### config.mk
export PLATFORM = sky130hd
export DESIGN_NAME = i2s_receiver_tdm
export DESIGN_NICKNAME = d
export VERILOG_FILES = /design/src/rtl/i2s_receiver_tdm.sv
export SDC_FILE = /design/constraint.sdc
export NUM_CORES = 1
export LEC_CHECK = 0
export ABC_AREA = 1
export BUFFER_PORTS_ARGS = -buffer_cell sky130_fd_sc_hd__buf_2
export CORE_ASPECT_RATIO = 0.8
export CORE_MARGIN = 4
export CORE_UTILIZATION = 52
export DETAILED_ROUTE_END_ITERATION = 16
export PLACE_DENSITY = 0.75
export SLEW_MARGIN = 20
export SYNTH_ARGS = -nofsm -noshare
export SYNTH_HDL_FRONTEND = slang
export SYNTH_SLANG_ARGS = --single-unit
export TNS_END_PERCENT = 50
### constraint.sdc
create_clock -name SCLK -period 4.4 [get_ports SCLK]
set_clock_uncertainty 0.1 [all_clocks]
set_input_delay 0.22 -clock SCLK [delete_from_list [all_inputs] [get_ports SCLK]]
set_output_delay 0.22 -clock SCLK [all_outputs]
set_load 0.01 [all_outputs]
### src/rtl/i2s_receiver_tdm.sv
`default_nettype none
// ============================================================================
// Module   : i2s_receiver_tdm
// Purpose  : I2S / left-justified stereo or TDM serial-audio deserialiser
//            with per-slot sample strobe, frame lock and sync-error pulse.
// Revision : 1.0 - initial release
// ============================================================================
module i2s_receiver_tdm #(
  parameter int AudioWidth = 16,
  parameter int SlotWidth  = 32,
  parameter int Channels   = 2,
  parameter int Mode       = 0,
  parameter int ChWidth    = $clog2(Channels)
) (
  input  logic                  SCLK,
  input  logic                  RESET,
  input  logic                  LRCLK,
  input  logic                  SD,
  output logic [AudioWidth-1:0] SampleData,
  output logic [ChWidth-1:0]    SampleCh,
  output logic                  SampleValid,
  output logic                  Locked,
  output logic                  SyncError
);

  localparam bit c_STEREO  = (Channels == 2);
  localparam int c_CNT_MAX = (SlotWidth > AudioWidth) ? SlotWidth : AudioWidth;
  localparam int c_CNT_W   = $clog2(c_CNT_MAX + 1);
  localparam int c_FRAME   = Channels * SlotWidth;
  localparam int c_GAP_MAX = (c_FRAME > AudioWidth) ? c_FRAME : AudioWidth;
  localparam int c_GAP_W   = $clog2(c_GAP_MAX + 1) + 1;

  localparam logic [c_CNT_W-1:0] c_AW_CNT    = c_CNT_W'(AudioWidth);
  localparam logic [c_CNT_W-1:0] c_LSB_CNT   = c_CNT_W'(AudioWidth - 1);
  localparam logic [c_CNT_W-1:0] c_SLOT_END  = c_CNT_W'(SlotWidth - 1);
  localparam logic [c_CNT_W-1:0] c_CNT_ONE   = c_CNT_W'(1);
  localparam logic [c_GAP_W-1:0] c_AW_GAP    = c_GAP_W'(AudioWidth);
  localparam logic [c_GAP_W-1:0] c_FRAME_GAP = c_GAP_W'(c_FRAME);
  localparam logic [c_GAP_W-1:0] c_GAP_ONE   = c_GAP_W'(1);
  localparam logic [ChWidth-1:0] c_LAST_SLOT = ChWidth'(Channels - 1);
  localparam logic [ChWidth-1:0] c_SLOT_ONE  = ChWidth'(1);

  typedef enum logic [0:0] {
    ST_IDLE = 1'b0,
    ST_RUN  = 1'b1
  } state_t;

  state_t                r_state, w_state_n;
  logic                  r_lr_q;
  logic [c_CNT_W-1:0]    r_cnt, w_cnt_n;
  logic [c_GAP_W-1:0]    r_gap, w_gap_n;
  logic [ChWidth-1:0]    r_slot, w_slot_n;
  logic [AudioWidth-2:0] r_shift, w_shift_n;
  logic [AudioWidth-1:0] w_data_n;
  logic [ChWidth-1:0]    w_ch_n;
  logic                  w_valid_n, w_locked_n, w_err_n;

  logic                  w_edge, w_rise, w_start, w_err, w_old_bit;
  logic [AudioWidth-1:0] w_shift_in;

  assign w_edge     = (LRCLK != r_lr_q);
  assign w_rise     = w_edge & LRCLK;
  assign w_start    = c_STEREO ? w_edge : w_rise;
  assign w_err      = Locked & (c_STEREO ? (r_gap < c_AW_GAP) : (r_gap != c_FRAME_GAP));
  assign w_shift_in = {r_shift, SD};
  // In left-justified mode the start-cycle bit is the new slot's MSB, not the old slot's tail
  assign w_old_bit  = (r_state == ST_RUN) && !((Mode != 0) && w_start);

  always_comb begin
    w_state_n  = r_state;
    w_cnt_n    = r_cnt;
    w_slot_n   = r_slot;
    w_shift_n  = r_shift;
    w_data_n   = SampleData;
    w_ch_n     = SampleCh;
    w_valid_n  = 1'b0;
    w_err_n    = 1'b0;
    w_locked_n = Locked;
    w_gap_n    = (r_gap == '1) ? r_gap : r_gap + c_GAP_ONE;

    if (w_old_bit) begin
      if (r_cnt < c_AW_CNT) begin
        w_shift_n = w_shift_in[AudioWidth-2:0];
      end
      if (r_cnt == c_LSB_CNT) begin
        w_data_n  = w_shift_in;
        w_ch_n    = r_slot;
        w_valid_n = 1'b1;
      end
      if (c_STEREO) begin
        if (r_cnt < c_AW_CNT) begin
          w_cnt_n = r_cnt + c_CNT_ONE;
        end
      end else if (r_cnt == c_SLOT_END) begin
        w_cnt_n = '0;
        if (r_slot == c_LAST_SLOT) begin
          w_state_n = ST_IDLE;
        end else begin
          w_slot_n = r_slot + c_SLOT_ONE;
        end
      end else begin
        w_cnt_n = r_cnt + c_CNT_ONE;
      end
    end

    // A slot start overrides any partial sample in flight
    if (w_start) begin
      w_state_n  = ST_RUN;
      w_locked_n = 1'b1;
      w_gap_n    = c_GAP_ONE;
      w_err_n    = w_err;
      w_slot_n   = c_STEREO ? ChWidth'(LRCLK) : '0;
      if (Mode == 0) begin
        w_cnt_n = '0;
      end else begin
        w_shift_n = w_shift_in[AudioWidth-2:0];
        w_cnt_n   = c_CNT_ONE;
      end
    end
  end

  always_ff @(posedge SCLK or posedge RESET) begin
    if (RESET) begin
      r_state     <= ST_IDLE;
      r_lr_q      <= 1'b0;
      r_cnt       <= '0;
      r_gap       <= '0;
      r_slot      <= '0;
      r_shift     <= '0;
      SampleData  <= '0;
      SampleCh    <= '0;
      SampleValid <= 1'b0;
      Locked      <= 1'b0;
      SyncError   <= 1'b0;
    end else begin
      r_state     <= w_state_n;
      r_lr_q      <= LRCLK;
      r_cnt       <= w_cnt_n;
      r_gap       <= w_gap_n;
      r_slot      <= w_slot_n;
      r_shift     <= w_shift_n;
      SampleData  <= w_data_n;
      SampleCh    <= w_ch_n;
      SampleValid <= w_valid_n;
      Locked      <= w_locked_n;
      SyncError   <= w_err_n;
    end
  end

endmodule
`default_nettype wire

# Word-level counts from Yosys, hierarchy flattened
# Index checks and enable logic that the tools add are counted.
# W data, S select, Z words.
[word_totals]
register_bits = 52
out_inout_bits = 20
elab_cells = 35
[op_classes]
n_mux = 10
n_addsub = 2
n_eq_ne = 4
n_lt_le_gt_ge = 2
reduce_logical = 5
n_bitwise = 1
[op_table]
columns = ["operator", "count"]
rows = [
  ["$mux W6", 3],
  ["$mux W8", 2],
  ["$add A8 B1 Y8 const B", 1],
  ["$eq A8 B8 Y1 const B", 1],
  ["$lt A8 B5 Y1 const B", 1],
  ["$add A6 B1 Y6 const B", 1],
  ["$eq A6 B4 Y1 const B", 1],
  ["$lt A6 B5 Y1 const B", 1],
  ["$reduce_and A2 Y1", 3],
  ["$mux W1", 5],
  ["$reduce_bool A2 Y1", 2],
  ["$ne A2 B2 Y1 const B", 1],
  ["$and A1 B1 Y1", 1],
  ["$ne A1 B1 Y1", 1],
]

# Logic depth before layout (Yosys ltp)
[depth]
ltp_word = 4
ltp_mapped = 7
ltp_nobuf = 7

# Worst setup path before layout
# Ideal clock, no wire load.
[synth_path]
path_type = "register to register"
from = "register r_cnt[0]"
to = "register SampleData[1]"
required_ns = 4.183
path_stages_with_launch = 8
t_arrival_ns = 1.103
setup_time_ns = 0.117
path_buffers = 1
period_less_slack_ns = 1.320
path_slack_ns = 3.080
cell_sequence = "dfrtp_1 > ha_1 > inv_1 > nor2_4 > nand3_4 > buf_6 > nand2_2 > o21ai_2"
[synth_via]
elab_chain_len = 2
[synth_lines]
columns = ["item", "line", "source"]
rows = [
  ["from (decl)", "50", "logic [c_CNT_W-1:0] r_cnt, w_cnt_n;"],
  ["from (signal assigned)", "138", "r_cnt <= w_cnt_n;"],
  ["$eq A6 B4 Y1", "85", "if (r_cnt == c_LSB_CNT) begin"],
  ["$reduce_and A2 Y1 (no line)", "n/a", ""],
  ["to (signal assigned)", "142", "SampleData <= w_data_n;"],
  ["to (decl)", "19", "output logic [AudioWidth-1:0] SampleData,"],
]
# Every way passes these cells.
# A chain may end at the register's enable or synchronous reset.

# Worst setup path after layout
[layout_path]
from = "register r_cnt[0]"
to = "register SampleData[12]"
# The elaborated chain is that of the path after synthesis.

==> results.cfg <==
[timing]
finalSetupViolCount = 0
worst_pin_slew_ns = 0.939
period_needed_ns = 1.81
final.period_utilization_pct = 41.2
relSlewSlack_pct = 37.3
drv_slew = 0
hold_violations = 0
setup_tns_ns = 0
max_freq_ghz = 0.551
rsz0062_at_grt = false

[synthesis]
synth_warnings = 0
synth_cell_types = 25
synth_area_leaders = dfrtp_1 (57%), nand2_1 (9.2%), o21ai_2 (5.7%)
syn_inst = 241
ys_ff_latch = 52
post_synth.cell_area_avg_sq_um = 9.50
yosysTopAreaCell = dfrtp_1
syn-num-nets = 247
synthesis.area_sq_um = 2290
yosysTopAreaCellShare_pct = 56.8
ys_seq_area_share_pct = 56.8

[route]
drt-initial-drc-count = 109
num_vias = 1622
dr.pass1.iters = 4
via_per_inst = 4.99
routed_wl_microns = 3840
route.detailed.drc = 0
antenna_left = 0
routedWlPerCell_microns = 11.8

[floorplanning]
die_h_microns = 67.4
die_area_sq_um = 5540
core-area_sq_um = 4200
fp.dieW_microns = 82.2
start_util_pct = 54.5
rows = 21
io_pins = 24

[min_path]
min_to = r_shift[0]$_DFFE_PP0P_
min_path_type = in -> reg
hp-start = SD
hold_depth = 3

[critical_path]
crit_path_end_kind = flop
worstReg2RegEnd = SampleData[12]$_DFFE_PP0P_
rrSetupSlack_ns = 2.59
worst-setup-path-type = reg -> reg
crit_path_max_fanout = 34
required_ns = 4.54
arrival_ns = 1.95
startpoint_type = flop
r2r_cells = 7
worstReg2RegStart = r_cnt[0]$_DFFE_PP0P_

[cells_and_area]
antenna_cells = 0
drive_gt1_share_pct = 26.9
final_common_cell = nand2_1
fin_nets = 273
area_growth_pct = 11.8
mostFrequentLayoutCells = nand2_1 (56), dfrtp_1 (52), inv_1 (32)

[placed_design]
dpl.hpwl_microns = 2690
port_buffers = 23
place.gp.congestion = 0.757

[cts]
cts-buffers-inserted = 5
htree_num_levels = 2
cts-root-buf = clkbuf_8
clock_path_buffers = 2
clock_latency_ns = 0.30
cts_setup_buffers = 0
cts_tree = yes
path_clk_slew_ns = 0.09
cts.sinks = 52

[global_route]
grtUsageTotal_pct = 16.6
grt_overflow = 0
grt_pass1_wl_microns = 7000
antenna_found_initial = 0
grt_max_degree = 53
grt_pass1_vias = 1579

[power]
p_int_mw = 0.681
switching_share_pct = 22.6
p_comb_share_pct = 6.1
p_seq_share_pct = 57.8
power_density_nw_per_um2 = 344
p_sw_mw = 0.199
max-vdd-ir-drop_mv = 0.237
clkPwrFrac_pct = 36.1
power_mw = 0.880
leakage_nw = 1.36

[run]
maxCapViolations = 0

[outcome]
status = complete, no violations
[state kept, by name, indices dropped and copies added (netlist names), 6 cells and up]
| name | count |
|---|---|
| SampleData | 16 |
| r_gap | 8 |
| r_shift | 15 |
| r_cnt | 6 |
[power groups by stage]
| stage | combinational (mW) | clock [mW] | sequential (mW) |
|---|---|---|---|
| 2_1_floorplan | 0.0404 | 0 | 0.515 |
| 3_3_place_gp | 0.0522 | 0 | 0.517 |
| 3_5_place_dp | 0.0535 | 0 | 0.517 |
| 4_1_cts | 0.0555 | 0.328 | 0.508 |
| 5_1_grt | 0.0659 | 0.351 | 0.512 |
| 6_report | 0.0539 | 0.318 | 0.509 |
[final cells by class]
type	count	area, sq um
clock inverter	3	42.5
tap	57	71.3
fill	363	1640
sequential	52	1300
multi-input combinational	147	802
inverter	35	131
timing repair buffer	26	143
clock buffer	5	68.8
[layer usage]
layer  global-route usage [%]  wire (microns)  vias to the layer above  part of all wire (%)
li1                         -               -                      813                     -
met1                     22.2            1790                      767                    47
met2                     26.0            1810                       36                    47
met3                     5.33             208                        6                   5.4
met4                     4.98              38                        0                  0.99
met5                        0               0                        -                     0
[kinds of logic (layout without fill, tap and decap cells)]
kind of cell             after synthesis  after routing  synth area share, %
adder cells (fa/ha/maj)                2              2                 1.09
XOR/XNOR                               1              1                0.383
flip-flops                            52             52                 56.8
buffers and inverters                 42             69                 8.14
AND/OR/NAND/NOR                      105            105                 22.0
AO/OA/AOI/OAI                         39             39                 11.6
[synthesized netlist by cell type]
| library cell | n |
|---|---|
| nand2_1 | 56 |
| dfrtp_1 | 52 |
| inv_1 | 33 |
| o21ai_0 | 20 |
| o21ai_2 | 15 |
| nand2_2 | 14 |
| nand3_1 | 13 |
| nor2_1 | 9 |
| nand4_1 | 5 |
| buf_6 | 3 |
| nor2_2 | 3 |
| buf_2 | 2 |
| ha_1 | 2 |
| inv_2 | 2 |
| o21ai_1 | 2 |
| a21oi_4 | 1 |
| buf_4 | 1 |
| clkbuf_1 | 1 |
| nand3_2 | 1 |
| nand3_4 | 1 |
| nor2_4 | 1 |
| nor3_1 | 1 |
| nor3b_2 | 1 |
| o31ai_1 | 1 |
| xor2_1 | 1 |
[critical path, cell delays in order (launching register included)]
cell and delay, ns:
dfrtp_1 0.41, ha_1 0.20, inv_1 0.07, nor2_4 0.13
nand3_4 0.42, inv_1 0.25, nand2_1 0.09, nand2_1 0.07
[worst max path at each step]
| stage | from | to | slack (ns) | cells past startpoint |
|---|---|---|---|---|
| global placement | r_cnt[0]$_DFFE_PP0P_ | SampleData[12]$_DFFE_PP0P_ | 2.64 | 7 |
| finish | r_cnt[0]$_DFFE_PP0P_ | SampleData[12]$_DFFE_PP0P_ | 2.59 | 7 |
| floorplan | RESET | Locked$_DFFE_PP0N_ | 2.82 | 1 |
| CTS | r_cnt[0]$_DFFE_PP0P_ | SampleData[12]$_DFFE_PP0P_ | 2.57 | 7 |
| detailed placement | r_cnt[0]$_DFFE_PP0P_ | SampleData[12]$_DFFE_PP0P_ | 2.59 | 7 |
| global route | r_cnt[5]$_DFFE_PP0P_ | r_cnt[1]$_DFFE_PP0P_ | 2.40 | 6 |
[through the flow]
stage                     hold slack [ns]  area, sq um  worst slack (ns)  cells  utilization [%]
after floorplan                     0.151         2290              2.82    241                -
after global placement              0.271         2430              2.64    315             57.8
after detailed placement            0.281         2430              2.59    315             57.8
after CTS                          0.0511         2560              2.57    325             60.9
after global routing               0.0647         2560              2.40    325             60.9
final                              0.0533         2560              2.59    325             60.9
[what timing repair did]
action,in CTS,in global routing
endpoints found under the hold margin,30,0
resized for setup,0,0
hold buffers,2,0
(Power assumes the default switching activity.)
